==> config.mk <==
export PLATFORM = sky130hd
export DESIGN_NAME = mem_arbiter
export DESIGN_NICKNAME = d
export VERILOG_FILES = /design/src/rtl/mem_arbiter.sv
export SDC_FILE = /design/constraint.sdc
export NUM_CORES = 1
export LEC_CHECK = 0
export ABC_AREA = 1
export ABC_CLOCK_PERIOD_IN_PS = 7600
export BUFFER_PORTS_ARGS = -buffer_cell sky130_fd_sc_hd__buf_2
export CORE_MARGIN = 8
export CORE_UTILIZATION = 27
export CTS_CLUSTER_DIAMETER = 40
export DETAILED_ROUTE_END_ITERATION = 7
export PLACE_DENSITY = 0.53
export SYNTH_ARGS = -nofsm -noshare
export SYNTH_HDL_FRONTEND = slang
export SYNTH_SLANG_ARGS = --single-unit
==> constraint.sdc <==
create_clock -name clk -period 7.6 [get_ports clk]
set_clock_uncertainty 0.15 [all_clocks]
set_input_delay 1.52 -clock clk [delete_from_list [all_inputs] [get_ports clk]]
set_output_delay 1.52 -clock clk [all_outputs]
set_load 0.02 [all_outputs]
==> src/rtl/mem_arbiter.sv <==
// Two-port byte-serial memory arbiter: instruction fetch and load/store share
// one 8-bit RAM port, with round-robin tie breaking, flush and stall support.
module mem_arbiter #(
    parameter int ADDR_W = 32
) (
    input  logic              clk,
    input  logic              rst,
    input  logic              rdy,
    input  logic              if_req,
    input  logic [ADDR_W-1:0] if_addr,
    output logic              if_done,
    output logic [31:0]       if_data,
    input  logic              ls_req,
    input  logic              ls_wr,
    input  logic [1:0]        ls_len,
    input  logic [ADDR_W-1:0] ls_addr,
    input  logic [31:0]       ls_wdata,
    output logic              ls_done,
    output logic [31:0]       ls_rdata,
    input  logic              clear,
    input  logic [7:0]        mem_din,
    output logic [7:0]        mem_dout,
    output logic [ADDR_W-1:0] mem_a,
    output logic              mem_wr
);

    typedef enum logic [1:0] {
        ST_IDLE    = 2'd0,
        ST_BUSY_IF = 2'd1,
        ST_BUSY_LS = 2'd2
    } state_t;

    function automatic logic [2:0] ls_bytes(input logic [1:0] len);
        case (len)
            2'd0:    ls_bytes = 3'd1;
            2'd1:    ls_bytes = 3'd2;
            default: ls_bytes = 3'd4;
        endcase
    endfunction

    state_t            state_q, state_d;
    logic [2:0]        cnt_q, cnt_d;
    logic [2:0]        len_q, len_d;
    logic [ADDR_W-1:0] addr_q, addr_d;
    logic              wr_q, wr_d;
    logic              last_ls_q, last_ls_d;
    logic [31:0]       buf_q, buf_d;
    logic              if_done_q, if_done_d;
    logic              ls_done_q, ls_done_d;
    logic [31:0]       if_data_q, if_data_d;
    logic [31:0]       ls_rdata_q, ls_rdata_d;
    logic [ADDR_W-1:0] mem_a_q, mem_a_d;
    logic [7:0]        mem_dout_q, mem_dout_d;
    logic              mem_wr_q, mem_wr_d;

    logic              if_eff_s, grant_if_s, grant_ls_s;
    logic [ADDR_W-1:0] next_a_s;
    logic [1:0]        nxt_idx_s, rd_idx_s;
    logic [31:0]       rd_word_s;

    // Next-state, grant and byte-sequencing logic.
    always_comb begin
        state_d    = state_q;
        cnt_d      = cnt_q;
        len_d      = len_q;
        addr_d     = addr_q;
        wr_d       = wr_q;
        last_ls_d  = last_ls_q;
        buf_d      = buf_q;
        if_done_d  = 1'b0;
        ls_done_d  = 1'b0;
        if_data_d  = if_data_q;
        ls_rdata_d = ls_rdata_q;
        mem_a_d    = mem_a_q;
        mem_dout_d = mem_dout_q;
        mem_wr_d   = 1'b0;

        // A flushed fetch must not win arbitration, but a load/store still can.
        if_eff_s   = if_req & ~clear;
        grant_ls_s = ls_req & (~if_eff_s | ~last_ls_q);
        grant_if_s = if_eff_s & ~grant_ls_s;
        next_a_s   = addr_q + ADDR_W'(cnt_q + 3'd1);
        nxt_idx_s  = 2'(cnt_q + 3'd1);
        rd_idx_s   = 2'(cnt_q - 3'd1);
        rd_word_s  = buf_q;
        rd_word_s[{rd_idx_s, 3'b000} +: 8] = mem_din;

        case (state_q)
            ST_IDLE: begin
                if (grant_ls_s) begin
                    state_d    = ST_BUSY_LS;
                    cnt_d      = 3'd0;
                    len_d      = ls_bytes(ls_len);
                    addr_d     = ls_addr;
                    wr_d       = ls_wr;
                    last_ls_d  = 1'b1;
                    buf_d      = 32'h0000_0000;
                    mem_a_d    = ls_addr;
                    mem_dout_d = ls_wdata[7:0];
                    mem_wr_d   = ls_wr;
                end else if (grant_if_s) begin
                    state_d    = ST_BUSY_IF;
                    cnt_d      = 3'd0;
                    len_d      = 3'd4;
                    addr_d     = if_addr;
                    wr_d       = 1'b0;
                    last_ls_d  = 1'b0;
                    buf_d      = 32'h0000_0000;
                    mem_a_d    = if_addr;
                end else begin
                    state_d    = ST_IDLE;
                end
            end
            ST_BUSY_IF, ST_BUSY_LS: begin
                if (state_q == ST_BUSY_IF && clear) begin
                    state_d = ST_IDLE;
                    cnt_d   = 3'd0;
                end else if (wr_q) begin
                    if ((cnt_q + 3'd1) < len_q) begin
                        mem_a_d    = next_a_s;
                        mem_dout_d = ls_wdata[{nxt_idx_s, 3'b000} +: 8];
                        mem_wr_d   = 1'b1;
                    end else begin
                        mem_wr_d   = 1'b0;
                    end
                    if ((cnt_q + 3'd1) == len_q) begin
                        ls_done_d = 1'b1;
                    end else begin
                        ls_done_d = 1'b0;
                    end
                    if (cnt_q == len_q) begin
                        state_d = ST_IDLE;
                        cnt_d   = 3'd0;
                    end else begin
                        cnt_d   = cnt_q + 3'd1;
                    end
                end else begin
                    // RAM returns byte k one cycle after its address, hence the k-1 capture.
                    if (cnt_q != 3'd0 && cnt_q <= len_q) begin
                        buf_d = rd_word_s;
                    end else begin
                        buf_d = buf_q;
                    end
                    if ((cnt_q + 3'd1) < len_q) begin
                        mem_a_d = next_a_s;
                    end else begin
                        mem_a_d = mem_a_q;
                    end
                    if (cnt_q == len_q) begin
                        if (state_q == ST_BUSY_IF) begin
                            if_done_d  = 1'b1;
                            if_data_d  = rd_word_s;
                        end else begin
                            ls_done_d  = 1'b1;
                            ls_rdata_d = rd_word_s;
                        end
                    end else begin
                        if_done_d = 1'b0;
                    end
                    if (cnt_q == (len_q + 3'd1)) begin
                        state_d = ST_IDLE;
                        cnt_d   = 3'd0;
                    end else begin
                        cnt_d   = cnt_q + 3'd1;
                    end
                end
            end
            default: begin
                state_d = ST_IDLE;
                cnt_d   = 3'd0;
            end
        endcase
    end

    // State and output registers; rdy low freezes everything.
    always_ff @(posedge clk) begin
        if (!rst) begin
            state_q    <= ST_IDLE;
            cnt_q      <= 3'd0;
            len_q      <= 3'd0;
            addr_q     <= '0;
            wr_q       <= 1'b0;
            last_ls_q  <= 1'b0;
            buf_q      <= 32'h0000_0000;
            if_done_q  <= 1'b0;
            ls_done_q  <= 1'b0;
            if_data_q  <= 32'h0000_0000;
            ls_rdata_q <= 32'h0000_0000;
            mem_a_q    <= '0;
            mem_dout_q <= 8'h00;
            mem_wr_q   <= 1'b0;
        end else if (rdy) begin
            state_q    <= state_d;
            cnt_q      <= cnt_d;
            len_q      <= len_d;
            addr_q     <= addr_d;
            wr_q       <= wr_d;
            last_ls_q  <= last_ls_d;
            buf_q      <= buf_d;
            if_done_q  <= if_done_d;
            ls_done_q  <= ls_done_d;
            if_data_q  <= if_data_d;
            ls_rdata_q <= ls_rdata_d;
            mem_a_q    <= mem_a_d;
            mem_dout_q <= mem_dout_d;
            mem_wr_q   <= mem_wr_d;
        end
    end

    assign if_done  = if_done_q;
    assign ls_done  = ls_done_q;
    assign if_data  = if_data_q;
    assign ls_rdata = ls_rdata_q;
    assign mem_a    = mem_a_q;
    assign mem_dout = mem_dout_q;
    assign mem_wr   = mem_wr_q & rdy;

endmodule
==> results of run 1 <==
## worst max-delay path by stage
stage / slack [ns] / endpoint / startpoint
after CTS: 3.93 / mem_wr / rdy
final: 3.93 / mem_wr / rdy
after global routing: 3.76 / if_data[10] / cnt_q[0]
after detailed placement: 3.77 / addr_q[4] / rst
after global placement: 3.81 / addr_q[2] / rst
after floorplan: 4.05 / mem_wr / rdy
## per-stage QoR
stage / instance area [um2] / hold slack (ns) / util, % / power [mW] / worst slack, ns
after CTS: 11300 / 0.317 / 32.9 / 2.54 / 3.93
final: 11300 / 0.313 / 32.9 / 2.51 / 3.93
after detailed placement: 10700 / 0.305 / 31.2 / 1.64 / 3.77
after global routing: 11300 / 0.327 / 32.9 / 2.65 / 3.76
after floorplan: 9280 / 0.294 / - / 1.45 / 4.05
after global placement: 10700 / 0.301 / 31.2 / 1.63 / 3.81
## sequential cells by signal (all words and copies together) (netlist names), 2 cells and up
register / flops
if_data: 32
addr_q: 32
len_q: 3
buf_q: 32
state_q: 2
mem_dout: 8
mem_a: 32
ls_rdata: 32
cnt_q: 3
## cells in the mapped netlist (all sizes together)
| cell type | instances | area (um2) |
|---|---|---|
| nor2 | 194 | 748 |
| nand3 | 53 | 275 |
| a22oi | 8 | 60.1 |
| clkbuf | 43 | 161 |
| nand4 | 33 | 206 |
| xor2 | 9 | 78.8 |
| dfxtp | 181 | 3620 |
| inv | 127 | 477 |
| a22o | 1 | 8.76 |
| fa | 1 | 20.0 |
| xnor2 | 3 | 26.3 |
| o21ai | 124 | 624 |
| nor3 | 3 | 20.0 |
| nand2 | 377 | 1420 |
| a31oi | 3 | 18.8 |
| o22ai | 25 | 156 |
| a211oi | 1 | 7.51 |
| a21oi | 137 | 697 |
| nand3b | 3 | 22.5 |
| and2 | 1 | 6.26 |
| o211ai | 12 | 90.1 |
| ha | 20 | 250 |
| clkinv | 2 | 7.51 |
| a21o | 1 | 7.51 |
| o21a | 8 | 60.1 |
| buf | 36 | 199 |
| nor4 | 1 | 6.26 |
## layer usage
| metal | routed length [um] | part of all wire [%] | vias to the layer above | track usage, % |
|---|---|---|---|---|
| met5 | 0 | 0 | - | 0 |
| met4 | 513 | 1.6 | 0 | 4.20 |
| met3 | 1410 | 4.5 | 26 | 3.02 |
| met2 | 15800 | 51 | 227 | 27.1 |
| met1 | 13500 | 43 | 4319 | 17.6 |
| li1 | - | - | 4917 | - |
## report_power, final
group          internal [mW]  total [mW]  leakage (nW)  switching [mW]
registers               1.01        1.06          1.47          0.0454
logic                  0.168       0.547          3.23           0.378
clock network          0.469       0.908         0.286           0.439
total                   1.65        2.51          4.99           0.862
## worst min-delay path: cells and delay by family (launching register included)
kind / cells / cell delay (ns)
flip-flops: 1 / 0.31
AND/OR/NAND/NOR: 1 / 0.06
AO/OA/AOI/OAI: 1 / 0.05
## cells by family after synthesis
family / Yosys count / synth area share, %
AND/OR/NAND/NOR: 665 / 29.2
AO/OA/AOI/OAI: 320 / 18.6
buffers and inverters: 208 / 9.10
flip-flops: 181 / 39.0
adder cells (fa/ha/maj): 21 / 2.91
XOR/XNOR: 12 / 1.13
## layout by cell type, fill, tap and decap left out, types with 9 or more instances in the layout
master	n
nand3_1	51
ha_1	19
a21oi_1	136
nand2_1	374
buf_4	9
inv_1	122
dfxtp_1	181
buf_2	219
nor2_1	190
o22ai_1	25
o211ai_1	12
o21ai_0	123
xor2_1	9
clkbuf_16	17
nand4_1	33
## final cells by class
cell class	count	area (um2)
Fill cell	3795	22900
Timing Repair Buffer	228	1160
Sequential cell	181	3620
Multi-Input combinational cell	1018	4830
Clock buffer	18	429
Inverter	129	484
Clock inverter	14	163
Antenna cell	1	2.50
Tap cell	455	569
==> flow_summary.json, run 1 <==
{
  "holdPathEnd": "if_data[29]",
  "crit_chain": "buf_2, nand2_1, inv_1, buf_2",
  "dieArea_mm2": 0.0406,
  "rrSetupSlack_ns": 4.11,
  "start_util_pct": 27.1,
  "avgSynthCellArea_um2": 6.60,
  "finalHoldViolCount": 0,
  "rows": 68,
  "period_needed_ns": 3.67,
  "grt_max_degree": 87,
  "worst_setup_path_end_kind": "output port",
  "syn-num-nets": 1541,
  "cp_top_family": "buffers and inverters",
  "rsz0062_at_grt": "false",
  "dpl.hpwl_um": 22900,
  "crit-reg2reg-launch": "cnt_q[0]",
  "drc": 0,
  "cts_inserted_buffers": 17,
  "crit_slowest_cell": "buf_2",
  "clock-sinks": 181,
  "max-slew-margin-rel_pct": 35.5,
  "arrival_ns": 2.00,
  "hold_buffers": 0,
  "synthDistinctLibCells": 38,
  "r2r_cells": 9,
  "grt_use_total_pct": 15.0,
  "holdPathStages": 2,
  "max_stage_delay_ns": 0.20,
  "core-area_mm2": 0.0342,
  "syn_to_final_growth_pct": 21.3,
  "drv_slew": 0,
  "postRouteAntennaNets": 0,
  "vias_per_cell": 4.64,
  "vdd_drop_max_mv": 0.161,
  "vias": 9489,
  "reg2reg_to": "mem_a[7]",
  "period_share_pct": 48.3,
  "cts_max_path_buffers": 2,
  "layout-drive-gt1-share_pct": 17.5,
  "setup_viol": 0,
  "post_cts_buffers": 0,
  "insertion_delay_ns": 0.44,
  "wl_per_cell_um": 15.3,
  "layout.nets": 1709,
  "crit_cells": 4,
  "die_w_um": 201,
  "grt_pass1_vias": 9298,
  "root_buffer": "clkbuf_16",
  "hold_class": "reg2reg",
  "synth_area_mm2": 0.00928,
  "grt_pass1_wl_um": 49700,
  "gp_congestion": 0.886,
  "fin_tns_setup_ns": 0,
  "cts_resized": 0,
  "h-tree-depth": 4,
  "dp.cells": 2011,
  "hp-start": "if_data[29]",
  "drtIter0Drc": 654,
  "criticalPathCategory": "in2out",
  "fmax_ghz": 0.273,
  "grt_overflow": 0,
  "ys_seq_area_share_pct": 39.0,
  "die_y_um": 201,
  "synth_warnings": 0,
  "run_status": "complete, no violations",
  "synthesis.instances": 1407,
  "worstPathMaxFanout": 11,
  "path_clk_slew_ns": 0.08,
  "fin_cells": 2044,
  "antenna_found_initial": 1,
  "first_pass_iters": 8,
  "routed_wl_um": 31300,
  "io_pins": 220,
  "worstSetupStartpointType": "input pin",
  "tightest_slew_ns": 0.967,
  "p_leak_nw": 4.99,
  "power_per_cell_area_mw_per_mm2": 223,
  "portBuffers": 219,
  "critPathBufInv": 3,
  "max-cap-violations": 0,
  "critPathMostFrequentCell": "buf_2",
  "cts_tree": "built",
  "critPathRequiredTime_ns": 5.93,
  "synth-seq-cells": 181
}
(Power assumes the default switching activity.)
==> run 2, diff against run 1 <==
--- a/config.mk
+++ b/config.mk
@@ -6,7 +6,7 @@
 export NUM_CORES = 1
 export LEC_CHECK = 0
 export ABC_AREA = 1
-export ABC_CLOCK_PERIOD_IN_PS = 7600
+export ABC_CLOCK_PERIOD_IN_PS = 3580
 export BUFFER_PORTS_ARGS = -buffer_cell sky130_fd_sc_hd__buf_2
 export CORE_MARGIN = 8
 export CORE_UTILIZATION = 27
==> constraint.sdc (replaced) <==
create_clock -name clk -period 3.58 [get_ports clk]
set_clock_uncertainty 0.15 [all_clocks]
set_input_delay 0.716 -clock clk [delete_from_list [all_inputs] [get_ports clk]]
set_output_delay 0.716 -clock clk [all_outputs]
set_load 0.02 [all_outputs]
==> run 2 against run 1 <==
Sequential share of layout area fell by 0.061 points; first-iteration DRC count shrank 7.8%; hold slack better by 0.0010 ns; total power increased by 110%; critical path depth up 5; global-route usage grew 0.40 points; setup slack got worse by 3.3 ns; flip-flop and latch count unchanged.
==> flow_summary.json, run 2 (synthesized netlist as in run 1, its figures left out) <==
{
  "max_stage_delay_ns": 0.54,
  "setup_viol": 0,
  "layout.nets": 1716,
  "drtIter0Drc": 603,
  "vias": 9622,
  "postRouteAntennaNets": 0,
  "vdd_drop_max_mv": 0.336,
  "fin_tns_setup_ns": 0,
  "drv_slew": 0,
  "core-area_mm2": 0.0342,
  "dpl.hpwl_um": 23700,
  "vias_per_cell": 4.69,
  "crit-reg2reg-launch": "cnt_q[1]",
  "insertion_delay_ns": 0.44,
  "clock-sinks": 181,
  "multi_input_area_mm2": 0.00483,
  "run_status": "complete, no violations",
  "finalHoldViolCount": 0,
  "start_util_pct": 27.1,
  "grt_use_total_pct": 15.4,
  "max-slew-margin-rel_pct": 51.9,
  "r2r_cells": 9,
  "cts_tree": "built",
  "holdPathEnd": "if_done",
  "p_leak_nw": 5.02,
  "hold_buffers": 0,
  "period_needed_ns": 2.93,
  "rrSetupSlack_ns": 0.65,
  "grt_util_met3_pct": 3.18,
  "cts_max_path_buffers": 2,
  "cts_resized": 0,
  "regArea_mm2": 0.00362,
  "hold_class": "reg2reg",
  "syn_to_final_growth_pct": 21.6,
  "power.total_mw": 5.28,
  "grt_pass1_wl_um": 50500,
  "grt_pass1_vias": 9165,
  "worstSetupStartpointType": "flop",
  "rows": 68,
  "die_w_um": 201,
  "arrival_ns": 3.13,
  "layout-drive-gt1-share_pct": 17.9,
  "critPathMostFrequentCell": "ha_1",
  "critPathRequiredTime_ns": 3.77,
  "grt_overflow": 0,
  "worst_setup_path_end_kind": "flop",
  "grt_max_degree": 59,
  "globalRoute.busiestLayer": "met2",
  "use_met1_pct": 18.5,
  "cp_top_family": "compound AO/OA/AOI/OAI gates",
  "critPathBufInv": 1,
  "holdPathStages": 2,
  "criticalPathCategory": "reg2reg",
  "rsz0062_at_grt": "false",
  "wl_per_cell_um": 15.6,
  "path_clk_slew_ns": 0.08,
  "fmax_ghz": 0.341,
  "period_share_pct": 82.0,
  "reg2reg_to": "mem_a[1]",
  "antenna_cells": 0,
  "antenna_found_initial": 0,
  "post_cts_buffers": 0,
  "max-cap-violations": 0,
  "fill_cells": 3861,
  "die_y_um": 201,
  "tightest_slew_ns": 0.721,
  "hp-start": "if_done",
  "use_met2_pct": 27.6,
  "cts_inserted_buffers": 17,
  "gp_congestion": 0.869,
  "worstPathMaxFanout": 26,
  "h-tree-depth": 4,
  "first_pass_iters": 5,
  "root_buffer": "clkbuf_16",
  "power_per_cell_area_mw_per_mm2": 468,
  "crit_slowest_cell": "a21oi_4",
  "io_pins": 220,
  "routed_wl_um": 31900,
  "drc": 0,
  "final_common_cell": "nand2_1",
  "portBuffers": 219,
  "layout_common_cells": "374 x nand2_1, 219 x buf_2, 190 x nor2_1",
  "crit_chain": "inv_1, ha_1, ha_1, nand3b_1, nand3_2, a21oi_4, o21ai_0, a21oi_1, nor2_1",
  "dieArea_mm2": 0.0406
}
-- run 2: per-layer routing --
layer	vias to the layer above	routed length [um]
met5	-	0
met4	0	459
met3	31	1440
met2	225	16200
met1	4434	13800
li1	4932	-
-- run 2: metrics by stage --
step                      instances  util (%)  worst slack (ns)  hold WS, ns  instance area, um2
after detailed placement       2018      31.3             0.642        0.305               10700
after CTS                      2050      33.0             0.625        0.316               11300
after floorplan                1407         -              1.04        0.294                9280
final                          2050      33.0             0.646        0.314               11300
after global routing           2050      33.0             0.327        0.325               11300
after global placement         2018      31.3             0.756        0.301               10700
-- run 2: worst min-delay path: cells and delay by family (launching register included) --
kind	cells	cell delay, ns
and+or+nand+nor	1	0.06
AOI/OAI and AO/OA	1	0.05
DFF	1	0.31
-- run 2: layout make-up --
class | count | share of cell area, %
clock inverters | 15 | 1.22
multi-input cells | 1018 | 42.8
well taps | 455 | 5.05
repair buffers | 235 | 10.8
clock buffers | 17 | 3.77
inverters | 129 | 4.29
flip-flops and latches | 181 | 32.1
-- run 2: power by group --
| part | total [mW] | leakage (nW) | switching [mW] | internal [mW] |
|---|---|---|---|---|
| registers | 2.25 | 1.47 | 0.0932 | 2.15 |
| clock network | 1.86 | 0.278 | 0.936 | 0.922 |
| logic | 1.18 | 3.26 | 0.815 | 0.361 |
| total | 5.28 | 5.02 | 1.84 | 3.44 |
-- run 2: worst max path at each step --
stage	startpoint	end	slack [ns]	cells after the start
5_1_grt	cnt_q[1]	mem_a[1]	0.33	9
3_3_place_gp	cnt_q[1]	mem_a[7]	0.76	9
6_report	cnt_q[1]	mem_a[1]	0.65	9
2_1_floorplan	cnt_q[0]	mem_a[12]	1.04	12
4_1_cts	cnt_q[1]	mem_a[7]	0.62	9
3_5_place_dp	cnt_q[1]	mem_a[0]	0.64	9
